File: config.mk
export PLATFORM = sky130hd
export DESIGN_NAME = seven_seg_scan
export DESIGN_NICKNAME = d
export VERILOG_FILES = /design/src/rtl/seven_seg_scan.sv
export SDC_FILE = /design/constraint.sdc
export NUM_CORES = 1
export LEC_CHECK = 0
export BUFFER_PORTS_ARGS = -buffer_cell sky130_fd_sc_hd__clkbuf_2
export CORE_ASPECT_RATIO = 1.25
export CORE_MARGIN = 3
export CORE_UTILIZATION = 50
export DETAILED_ROUTE_END_ITERATION = 6
export GPL_TIMING_DRIVEN = 1
export PLACE_DENSITY = 0.75
export SETUP_SLACK_MARGIN = 0.15
export SYNTH_ARGS = -nofsm -noshare
export SYNTH_HDL_FRONTEND = slang
export SYNTH_SLANG_ARGS = --single-unit
File: constraint.sdc
create_clock -name Clk -period 1.8 [get_ports Clk]
set_input_delay 0.18 -clock Clk [delete_from_list [all_inputs] [get_ports Clk]]
set_output_delay 0.18 -clock Clk [all_outputs]
set_load 0.01 [all_outputs]
File: src/rtl/seven_seg_scan.sv
// seven_seg_scan: multiplexed hex 7-seg scanner, frame-synchronous display update; define SEVEN_SEG_LZ_BLANK_EN for leading-zero blanking
module seven_seg_scan #(
   parameter int NUM_DIGITS  = 4,
   parameter int REFRESH_DIV = 100000
) (
   input  logic                      Clk,
   input  logic                      Rst,
   input  logic [4*NUM_DIGITS-1:0]   value,
   input  logic [NUM_DIGITS-1:0]     dp,
   input  logic                      load,
   input  logic [NUM_DIGITS-1:0]     digit_en,
   output logic [NUM_DIGITS-1:0]     anode,
   output logic [7:0]                cathode,
   output logic                      frame_done
);
   localparam int TW = REFRESH_DIV > 1 ? $clog2(REFRESH_DIV) : 1;
   localparam int IW = NUM_DIGITS > 1 ? $clog2(NUM_DIGITS) : 1;
   localparam logic [15:0][6:0] SEG = {
      7'b0001110, 7'b0000110, 7'b0100001, 7'b1000110,
      7'b0000011, 7'b0001000, 7'b0010000, 7'b0000000,
      7'b1111000, 7'b0000010, 7'b0010010, 7'b0011001,
      7'b0110000, 7'b0100100, 7'b1111001, 7'b1000000
   };
   logic [TW-1:0]           r_tick;
   logic [IW-1:0]           r_idx;
   logic [4*NUM_DIGITS-1:0] r_pend_val;
   logic [4*NUM_DIGITS-1:0] r_disp_val;
   logic [NUM_DIGITS-1:0]   r_pend_dp;
   logic [NUM_DIGITS-1:0]   r_disp_dp;
   logic                    r_pend_flag;
   logic                    w_step;
   logic                    w_wrap;
   logic                    w_blank;
   logic                    w_lit;
   logic [3:0]              w_nib;
   assign w_step = r_tick == TW'(REFRESH_DIV - 1);
   assign w_wrap = w_step && r_idx == IW'(NUM_DIGITS - 1);
   assign w_nib  = r_disp_val[{r_idx, 2'b00} +: 4];
   assign w_lit  = digit_en[r_idx] && !w_blank;
`ifdef SEVEN_SEG_LZ_BLANK_EN
   logic [IW-1:0] w_msd;
   always_comb begin
      w_msd = '0;
      for (int i = 0; i < NUM_DIGITS; i++)
         if (r_disp_val[4*i +: 4] != 4'd0) w_msd = IW'(i);
   end
   // digit 0 can never exceed w_msd, so it is never blanked
   assign w_blank = r_idx > w_msd && !r_disp_dp[r_idx];
`else
   assign w_blank = 1'b0;
`endif
   always_ff @(posedge Clk) begin
      if (Rst) begin
         r_tick      <= '0;
         r_idx       <= '0;
         r_pend_val  <= '0;
         r_pend_dp   <= '0;
         r_disp_val  <= '0;
         r_disp_dp   <= '0;
         r_pend_flag <= 1'b0;
         anode       <= '1;
         cathode     <= 8'hFF;
         frame_done  <= 1'b0;
      end else begin
         r_tick <= w_step ? '0 : r_tick + 1'b1;
         if (w_step) r_idx <= w_wrap ? '0 : r_idx + 1'b1;
         if (load) begin
            r_pend_val <= value;
            r_pend_dp  <= dp;
         end
         // a load on the wrap edge lands in pending while the old pending goes to display
         if (w_wrap && r_pend_flag) begin
            r_disp_val <= r_pend_val;
            r_disp_dp  <= r_pend_dp;
         end
         r_pend_flag <= load || (r_pend_flag && !w_wrap);
         frame_done  <= w_wrap;
         anode       <= ~(NUM_DIGITS'(w_lit) << r_idx);
         cathode     <= {~r_disp_dp[r_idx], SEG[w_nib]};
      end
   end
endmodule

==> results of run 1 <==
==> power by group <==
part | switching [mW] | total [mW] | internal, mW
clock network | 0.601 | 1.27 | 0.667
registers | 0.0269 | 1.68 | 1.65
logic | 0.0738 | 0.149 | 0.0755
total | 0.702 | 3.09 | 2.39
==> worst max-delay path, stage by stage, from the launching register on <==
cell and delay (ns):
dfxtp_4 0.40, mux4_2 0.61, ha_2 0.26, mux2i_1 0.14
nand3_1 0.09, o31a_1 0.11
==> metal layers <==
layer  vias to the layer above  global-route usage  wire length (um)
met5                         -                   0                 0
met4                         0              0.1064               244
met3                        20             0.05103               398
met2                        93              0.2968              3740
met1                      1272              0.2369              2985
li1                       1269                   -                 -
==> final cells by class <==
| class | instances | area (um2) |
|---|---|---|
| Fill cell | 432 | 1882 |
| Sequential cell | 73 | 1495 |
| Tap cell | 66 | 82.58 |
| Inverter | 6 | 27.53 |
| Multi-Input combinational cell | 224 | 1614 |
| Clock inverter | 5 | 56.30 |
| Timing Repair Buffer | 74 | 523.0 |
| Clock buffer | 10 | 137.6 |
==> Yosys cell counts, drive strengths merged (3+ instances only) <==
master  instances
mux4            5
nand2          13
xnor2           9
buf            10
ha              8
o21ai          28
nor2           39
dfxtp          73
nor3            3
nand3          29
a21oi          30
or3             5
mux2i          22
inv             6
clkbuf         12
==> per-stage QoR <==
step                      cells  power [mW]  area (um2)  setup slack [ns]  hold WS [ns]
final                       458       3.093        3936           0.07678      0.006136
after global placement      418       1.853        3321            0.1099        0.3537
after floorplan             324       1.798        3044           0.07625        0.2632
after global routing        458       3.240        3936           0.02014      0.007655
after CTS                   438       3.113        3607            0.1142      0.004893
after detailed placement    418       1.857        3321           0.07817        0.3579
==> path summary, 6_finish.rpt <==
| path | end | from | depth (start not counted) | slack, ns |
|---|---|---|---|---|
| max reg2reg | cathode[3] | r_idx[0] | 5 | 0.08 |
| min | anode[1] | digit_en[1] | 2 | 0.006 |
| min reg2reg | r_tick[0] | r_tick[0] | 1 | 0.45 |
| max | cathode[3] | r_idx[0] | 5 | 0.08 |
==> flip-flops by register name, indices dropped and copies added, names as in the netlist <==
register	count
r_pend_val	16
r_disp_val	16
r_pend_dp	4
r_pend_flag	1
r_idx	2
r_disp_dp	4
frame_done	1
anode	4
cathode	8
r_tick	17
==> logic make-up after synthesis <==
family          Yosys count
flops                    73
simple gates            110
fa+ha+maj                 8
compound gates           67
mux                      27
xor+xnor                 11
buf+inv                  28
==> what timing repair did <==
action / 4_1_cts / 5_1_grt
endpoints found under the setup margin: 40 / 42
setup buffers: 2 / 15
resized for setup: 15 / 52
hold buffers: 3 / 0
pin swaps: 0 / 7
cloned: 0 / 5
endpoints found under the hold margin: 3 / 0
==> flow_summary_export.csv, run 1 <==
group,metric,value,unit
run_status,status,"finished clean",
drt,drtIter0Drc,285,
final_layout,fin_util,0.6766,
global_routing,grt_pass1_wl,10290,um
synth,synth_ff_type,"dfxtp_1",
synth,yosys_warnings,0,
final_layout,layout-drive-gt1-share,0.3342,
clock_network,clockBufferDepth,2,
timing,relSlewSlack,0.5442,
synth,synth.largest_area_cell,"dfxtp_1",
clock_network,cts_made_buffers,9,
timing,fin_crit,1.723,ns
floorplanning,dieArea,7012,um2
synth,synth_compound_area_frac,0.1181,
placed_design,dp_hpwl,4170,um
worst_setup_path,critical_path.max_fanout,5,
synth,syn_nets,359,
floorplanning,die_w,75.50,um
placed_design,routabilityCongestion,0.8597,
timing,fin_skew,0.01001,ns
drt,route.detailed.drc,0,
timing,max_freq,580.3,MHz
power_and_ir_drop,leakagePower,1.506,nW
timing,finalHoldViolCount,0,
synth,synthMuxAreaShare,0.1102,
final_layout,layout_common_cells,"dfxtp_1 (58), clkbuf_2 (39), nor2_1 (38), a21oi_1 (30), nand3_1 (27)",
timing,rsz0062_at_grt,"yes",
synth,synth_edf_count,0,
clock_network,htree_levels,3,
synth,synth_cell_types,38,
drt,viasPerCell,5.795,
flow_run,max_cap_viol_count,0,
synth,synth_area_per_cell,9.318,um2
placed_design,numPortBuffers,39,
global_routing,antenna_found_initial,0,
synth,synthesis.area,3019,um2
final_layout,diodes,0,
timing,worst_pin_slew,0.6837,ns
drt,drt_wl_total,7369,um
drt,postRouteAntennaNets,0,
final_layout,layout_commonest_cell,"dfxtp_1",
synth,synthTopCellsByArea,"dfxtp_1 (48%), mux2i_1 (7.3%), a21oi_1 (5.0%)",
floorplanning,die_h,92.88,um
worst_setup_path,cp.arrival,1.97,ns
drt,drt-pass1-iter-count,4,
timing,setup_viol,0,
synth,synth_fa_ha_area_frac,0.03315,
floorplanning,start_util,0.5189,
synth,synth-seq-area-share,0.4840,
clock_network,cts_tree,"done",
global_routing,grt_usage,0.1920,
power_and_ir_drop,ir_drop,683.0,uV
synth,synth_simple_gate_area_share,0.1852,
synth,synth_top_family_by_area,"simple AND/OR/NAND/NOR gates",
clock_network,clock-sinks,73,
clock_network,clkLatencyLatePin,0.35,ns
synth,synth_top_area_frac,0.4840,
clock_network,cts.clk_slew.worst_paths,0.07,ns
floorplanning,rows,31,
clock_network,clk_root_buffer_cell,"clkbuf_8",
timing,finalSetupTns,0,ns
floorplanning,core,5818,um2
worst_setup_path,start_kind,"flop",
synth,async_flop_share,0,
timing,finalCritPeriodShare,0.9573,
final_layout,fin_nets,423,
synth,netlist_instances,324,
drt,vias,2654,
synth,ys_ff_latch,73,
final_layout,syn_to_final_growth,30.38,%
floorplanning,io_pins,40,
global_routing,grt_overflow,0,
worst_setup_path,required,2.05,ns
power_and_ir_drop,power_density,785.9,nW/um2
drt,wl_per_cell,16.09,um
synth,synth_xor_area_frac,0.03191,
timing,slew_viol_final,0,
worst_setup_path,crit_type,"flop to flop",
global_routing,grt_pass1_vias,2328,
worst_setup_path,end_kind,"flop",
global_routing,grt_max_degree,36,
min_path,hp-class,"primary input to flop",
Power figures use the tool's default switching activity.
==> run 2, diff against run 1 <==
--- a/config.mk
+++ b/config.mk
@@ -12,7 +12,7 @@
 export DETAILED_ROUTE_END_ITERATION = 6
 export GPL_TIMING_DRIVEN = 1
 export PLACE_DENSITY = 0.75
-export SETUP_SLACK_MARGIN = 0.15
+export SETUP_SLACK_MARGIN = 0.5
 export SYNTH_ARGS = -nofsm -noshare
 export SYNTH_HDL_FRONTEND = slang
 export SYNTH_SLANG_ARGS = --single-unit
==> flow_summary_export.csv, run 2 (synthesis results as in run 1) <==
group,metric,value,unit
worst_setup_path,crit_family,"buffers and inverters",
worst_setup_path,start_kind,"flop",
global_routing,grt_pass1_wl,12270,um
run_status,status,"complete, but fails checks",
timing,fin_crit,1.766,ns
timing,fin_hold_ws,-0.003141,ns
timing,setup_viol,0,
floorplanning,start_util,0.5189,
min_path,hp-class,"primary input to flop",
clock_network,cts_tree,"done",
drt,postRouteAntennaNets,0,
drt,wl_per_cell,19.83,um
timing,relSlewSlack,0.5155,
timing,max_freq,566.4,MHz
run_status,violations,"hold timing",
final_layout,layout-drive-gt1-share,0.4525,
worst_setup_path,crit_chain,"ha_4 > and4b_1 > nand4_1 > buf_6 > buf_12 > buf_16 > o21ai_2 > a21oi_1",
floorplanning,die_w,75.50,um
final_layout,final-seq-area,1506,um2
placed_design,dp_hpwl,4184,um
drt,drt-pass1-iter-count,5,
power_and_ir_drop,power_density,787.6,nW/um2
power_and_ir_drop,leakagePower,1.669,nW
worst_setup_path,max_stage_delay,0.37,ns
final_layout,largest_reg_flops,17,
worst_setup_path,required,2.02,ns
timing,finalHoldViolCount,1,
worst_setup_path,cp.arrival,1.99,ns
floorplanning,rows,31,
flow_run,max_cap_viol_count,0,
final_layout,layout_common_cells,"dfxtp_1 (59), nor2_1 (39), clkbuf_2 (39), mux2i_1 (22), buf_4 (19)",
clock_network,clockBufferDepth,2,
timing,worst_pin_slew,0.7268,ns
final_layout,fillCellCount,357,
clock_network,clk_root_buffer_cell,"clkbuf_8",
power_and_ir_drop,netSwitchingFraction,0.2204,
final_layout,top_regs,"r_tick: 17 flops, r_disp_val: 16 flops, r_pend_val: 16 flops",
drt,viasPerCell,5.961,
floorplanning,core,5818,um2
worst_setup_path,path_buf_inv,3,
clock_network,cts.clk_slew.worst_paths,0.08,ns
placed_design,routabilityCongestion,0.8202,
placed_design,dp_slack,0.04975,ns
worst_setup_path,crit_type,"flop to flop",
floorplanning,dieArea,7012,um2
global_routing,grt_overflow,0,
power_and_ir_drop,power.internal,2.741,mW
global_routing,antenna_found_initial,0,
worst_setup_path,reg2reg_slack,0.03,ns
clock_network,clock-sinks,73,
worst_setup_path,startpoint,"r_tick[0]",
worst_setup_path,reg2reg_depth,8,
drt,drtIter0Drc,214,
clock_network,clkLatencyLatePin,0.36,ns
timing,fin_skew,0.01339,ns
final_layout,multi_input_area,1856,um2
worst_setup_path,cp.depth,8,
final_layout,diodes,0,
worst_setup_path,critical_path.endpoint,"r_disp_val[11]",
power_and_ir_drop,clockPowerShare,0.473,
final_layout,regMostFlops,"r_tick",
clock_network,cts_made_buffers,9,
drt,drt_wl_total,9241,um
drt,route.detailed.drc,0,
global_routing,grt_pass1_vias,2638,
timing,rsz0062_at_grt,"yes",
timing,worst_slack,0.03446,ns
power_and_ir_drop,ir_drop,826.6,uV
global_routing,grt_max_degree,35,
clock_network,htree_levels,3,
final_layout,layout_commonest_cell,"dfxtp_1",
worst_setup_path,crit_path_top_delay_cell,"dfxtp_4",
power_and_ir_drop,comb_power_share,0.052,
drt,vias,2778,
final_layout,syn_to_final_growth,47.87,%
global_routing,grt_usage,0.2304,
final_layout,fin_nets,430,
floorplanning,io_pins,40,
worst_setup_path,r2r_end,"r_disp_val[11]",
timing,slew_viol_final,0,
final_layout,fin_util,0.7673,
power_and_ir_drop,pwr-share-seq,0.476,
placed_design,numPortBuffers,39,
worst_setup_path,end_kind,"flop",
worst_setup_path,r2r_start,"r_tick[0]",
timing,finalCritPeriodShare,0.9809,
floorplanning,die_h,92.88,um
power_and_ir_drop,switching_power,0.7750,mW
worst_setup_path,critical_path.max_fanout,6,
timing,finalSetupTns,0,ns
run 2: cell count changes in the layout (fill, tap and decap cells not counted), moves of 10 or more:
cell and delta:
a21oi_1 -12, a21oi_2 +12, o21ai_2 +10, nand3_1 -14
o21ai_0 -13, nand3_2 +10
run 2: layout make-up:
cell class                 instances  share of cell area
sequential                        73              0.3374
clock inverter                     6             0.02522
multi-input combinational        224              0.4156
inverter                           6            0.006166
tap                               66             0.01850
clock buffer                      10             0.03335
timing repair buffer              81              0.1637
run 2: worst min-delay path by stage:
stage | from | endpoint | depth (start not counted) | slack [ns]
after floorplan | digit_en[0] | anode[0] | 1 | 0.26
after global placement | digit_en[2] | anode[2] | 2 | 0.35
after detailed placement | digit_en[2] | anode[2] | 2 | 0.36
after CTS | digit_en[0] | anode[0] | 2 | 0.001
after global routing | digit_en[3] | anode[3] | 2 | 0.007
final | digit_en[3] | anode[3] | 2 | -0.003
run 2: stage by stage:
step | std cells | area (um2) | hold WS [ns] | power (mW)
2_1_floorplan | 324 | 3188 | 0.2632 | 1.806
3_3_place_gp | 415 | 3421 | 0.3532 | 1.858
3_5_place_dp | 415 | 3421 | 0.3562 | 1.863
4_1_cts | 454 | 4076 | 0.001039 | 3.475
5_1_grt | 466 | 4464 | 0.006775 | 3.618
6_report | 466 | 4464 | -0.003141 | 3.516
run 2: power groups by stage:
stage	combinational [mW]	sequential [mW]	clock [mW]
after floorplan	0.0864	1.72	0
after global placement	0.139	1.72	0
after global routing	0.198	1.68	1.74
after CTS	0.166	1.68	1.63
final	0.181	1.67	1.66
after detailed placement	0.143	1.72	0
run 2: what timing repair did:
action	in CTS	in global routing
pin swaps	14	21
resized for setup	43	50
hold buffers	1	1
buffers inserted	17	8
gates cloned	5	3
endpoints found under the setup margin	48	48
endpoints found under the hold margin	1	1
run 2: worst reg2reg max path: cells and delay by family, from the launching register on:
family,cells,cell delay (ns)
AOI/OAI and AO/OA,2,0.21
adders and majority gates,1,0.17
buffers and inverters,3,0.48
DFF,1,0.37
and+or+nand+nor,2,0.41
run 2: routing by layer:
metal  wire [um]  track usage  vias to the layer above
met3         569      0.04343                       36
met1        3443       0.2825                     1325
li1            -            -                     1299
met4         421       0.1356                        0
met2        4808       0.3660                      118
met5           0            0                        -
==> run 3, diff against run 2 <==
--- a/config.mk
+++ b/config.mk
@@ -5,6 +5,7 @@
 export SDC_FILE = /design/constraint.sdc
 export NUM_CORES = 1
 export LEC_CHECK = 0
+export ABC_AREA = 1
 export BUFFER_PORTS_ARGS = -buffer_cell sky130_fd_sc_hd__clkbuf_2
 export CORE_ASPECT_RATIO = 1.25
 export CORE_MARGIN = 3
==> flow_summary_export.csv, run 3 <==
group,metric,value,unit
run_status,status,"finished clean",
synth,syn_nets,491,
global_routing,antenna_found_initial,0,
drt,postRouteAntennaNets,0,
global_routing,grt_usage,0.2116,
timing,finalHoldViolCount,0,
worst_setup_path,crit_chain,"ha_4 > nand2_4 > nor2_4 > nand3_2 > nor2_4 > nand4_4 > clkbuf_16 > nand2_1 > nand2_1 > nor2_1",
placed_design,dp_slack,0.1702,ns
worst_setup_path,start_kind,"flop",
worst_setup_path,critical_path.max_fanout,5,
final_layout,diodes,0,
timing,rsz0062_at_grt,"yes",
worst_setup_path,max_stage_delay,0.36,ns
placed_design,numPlacedInstances,569,
global_routing,grt_pass1_vias,2816,
min_path,hp-class,"primary input to flop",
synth,synth_edf_count,0,
final_layout,layout.cells.non_filler,617,
placed_design,postPlaceCellArea,3563,um2
final_layout,syn_to_final_growth,35.30,%
final_layout,top_regs,"r_tick: 17 flops, r_disp_val: 16 flops, r_pend_val: 16 flops",
placed_design,numPortBuffers,39,
worst_setup_path,reg2reg_depth,10,
final_layout,fin_area,4441,um2
worst_setup_path,crit_type,"flop to flop",
synth,synth_commonest_cells,"nor2_1 (104), nand2_1 (92), dfxtp_1 (73)",
synth,yosys_warnings,0,
synth,synth-seq-area-share,0.4453,
drt,viasPerCell,5.177,
final_layout,fin_util,0.7064,
floorplanning,rows,32,
global_routing,grt_pass1_wl,12510,um
drt,drt-pass1-iter-count,5,
timing,fin_crit,1.617,ns
clock_network,cts_tree,"done",
floorplanning,die_h,96.58,um
synth,synth_ff_type,"dfxtp_1",
worst_setup_path,cp.arrival,1.90,ns
final_layout,layout_commonest_cell,"nor2_1",
floorplanning,start_util,0.5221,
synth,netlist_instances,456,
clock_network,clk_root_buffer_cell,"clkbuf_8",
final_layout,final-seq-area,1478,um2
min_path,holdPathStages,2,
synth,async_flop_share,0,
placed_design,dp_hpwl,4743,um
power_and_ir_drop,ir_drop,443.4,uV
timing,fin_skew,0.01030,ns
timing,setup_viol,0,
drt,drt_wl_total,9044,um
worst_setup_path,required,2.08,ns
global_routing,grt_max_degree,48,
synth,synth.largest_area_cell,"dfxtp_1",
synth,ys_ff_latch,73,
synth,synth.most_common_cell,"nor2_1",
floorplanning,dieArea,7578,um2
final_layout,regMostFlops,"r_tick",
clock_network,clkLatencyLatePin,0.35,ns
clock_network,clockBufferDepth,2,
timing,worst_pin_slew,0.4498,ns
timing,max_freq,618.5,MHz
drt,drtIter0Drc,225,
worst_setup_path,end_kind,"flop",
floorplanning,core,6286,um2
floorplanning,io_pins,40,
worst_setup_path,crit_path_top_delay_cell,"dfxtp_4",
final_layout,layout_common_cells,"nor2_1 (100), nand2_1 (74), dfxtp_1 (66), inv_1 (40), clkbuf_2 (39)",
drt,route.detailed.drc,0,
clock_network,clock-sinks,73,
floorplanning,die_w,78.47,um
worst_setup_path,startpoint,"r_tick[0]",
synth,synth_top_area_frac,0.4453,
min_path,hp-start,"digit_en[2]",
final_layout,largest_reg_flops,17,
final_layout,fillCellCount,445,
timing,worst_slack,0.1832,ns
flow_run,max_cap_viol_count,0,
drt,vias,3194,
worst_setup_path,r2r_start,"r_tick[0]",
final_layout,multi_input_area,1878,um2
timing,slew_viol_final,0,
synth,synth_cell_types,31,
power_and_ir_drop,power_density,680.4,nW/um2
clock_network,cts_made_buffers,9,
clock_network,cts.clk_slew.worst_paths,0.08,ns
timing,relSlewSlack,0.6978,
timing,finalCritPeriodShare,0.8982,
drt,wl_per_cell,14.66,um
synth,synthesis.area,3282,um2
final_layout,fin_nets,562,
final_layout,layout-drive-gt1-share,0.3177,
global_routing,grt_overflow,0,
timing,finalSetupTns,0,ns
synth,synthTopCellsByArea,"dfxtp_1 (45%), nor2_1 (12%), nand2_1 (11%)",
power_and_ir_drop,leakagePower,2.011,nW
placed_design,routabilityCongestion,0.9021,
clock_network,htree_levels,3,
synth,synth_area_per_cell,7.197,um2
-- run 3: changes by cell type after synthesis, moves of 7 or more --
cell      before  now
clkbuf_1      12    5
inv_1          6   43
o21ai_0       28   37
nor2_1        39  104
nand2_1       13   92
xnor2_1        9    0
mux2i_1       22    0
a21oi_1       30   17
inv_2          0    7
nand3_1       28   19
-- run 3: cells by family after synthesis --
logic type	synth area share
fa+ha+maj	0.03050
compound gates	0.09798
buf+inv	0.1052
simple gates	0.3103
flops	0.4453
xor+xnor	0.01067
-- run 3: path summary, 6_finish.rpt --
path | end | slack (ns)
setup reg to reg | r_disp_val[3] | 0.18
hold / removal | anode[2] | 0.02
setup / recovery | r_disp_val[3] | 0.18
hold reg to reg | r_disp_val[1] | 0.49
-- run 3: routing by layer --
metal  vias to the layer above  global-route usage  part of all wire
li1                       1574                   -                 -
met1                      1468              0.2348              0.39
met2                       122              0.3764              0.53
met3                        30             0.05937             0.045
met4                         0             0.09913             0.032
met5                         -                   0                 0
-- run 3: area by class of cell --
cell class / instances / area share
Timing Repair Buffer: 75 / 0.1338
Clock buffer: 11 / 0.03409
Tap cell: 85 / 0.02395
Inverter: 50 / 0.04565
Sequential cell: 73 / 0.3328
Multi-Input combinational cell: 318 / 0.4229
Clock inverter: 5 / 0.006762
-- run 3: critical path: cells and delay by family, from the launching register on --
family                     cells  cell delay [ns]
adders and majority gates      1             0.16
buffers and inverters          1             0.23
DFF                            1             0.36
and+or+nand+nor                8             0.81
-- run 3: power breakdown --
group / total (mW) / switching, mW / internal [mW] / leakage (nW)
registers: 1.69 / 0.0277 / 1.66 / 0.601
logic: 0.157 / 0.0909 / 0.0658 / 1.32
clock network: 1.18 / 0.610 / 0.568 / 0.0911
total: 3.02 / 0.728 / 2.29 / 2.01
-- run 3: timing repair --
item	CTS	global route
hold endpoints to repair	1	0
setup buffers	16	9
gates resized for setup	61	37
gates cloned	2	4
pin swaps	15	24
setup endpoints to repair	45	48
hold buffers	1	0
-- run 3: through the flow --
step,power (mW),hold WS (ns)
final,3.021,0.02433
after global routing,3.121,0.01972
after CTS,3.017,0.01940
after detailed placement,1.865,0.3642
after global placement,1.859,0.3577
after floorplan,1.811,0.2491
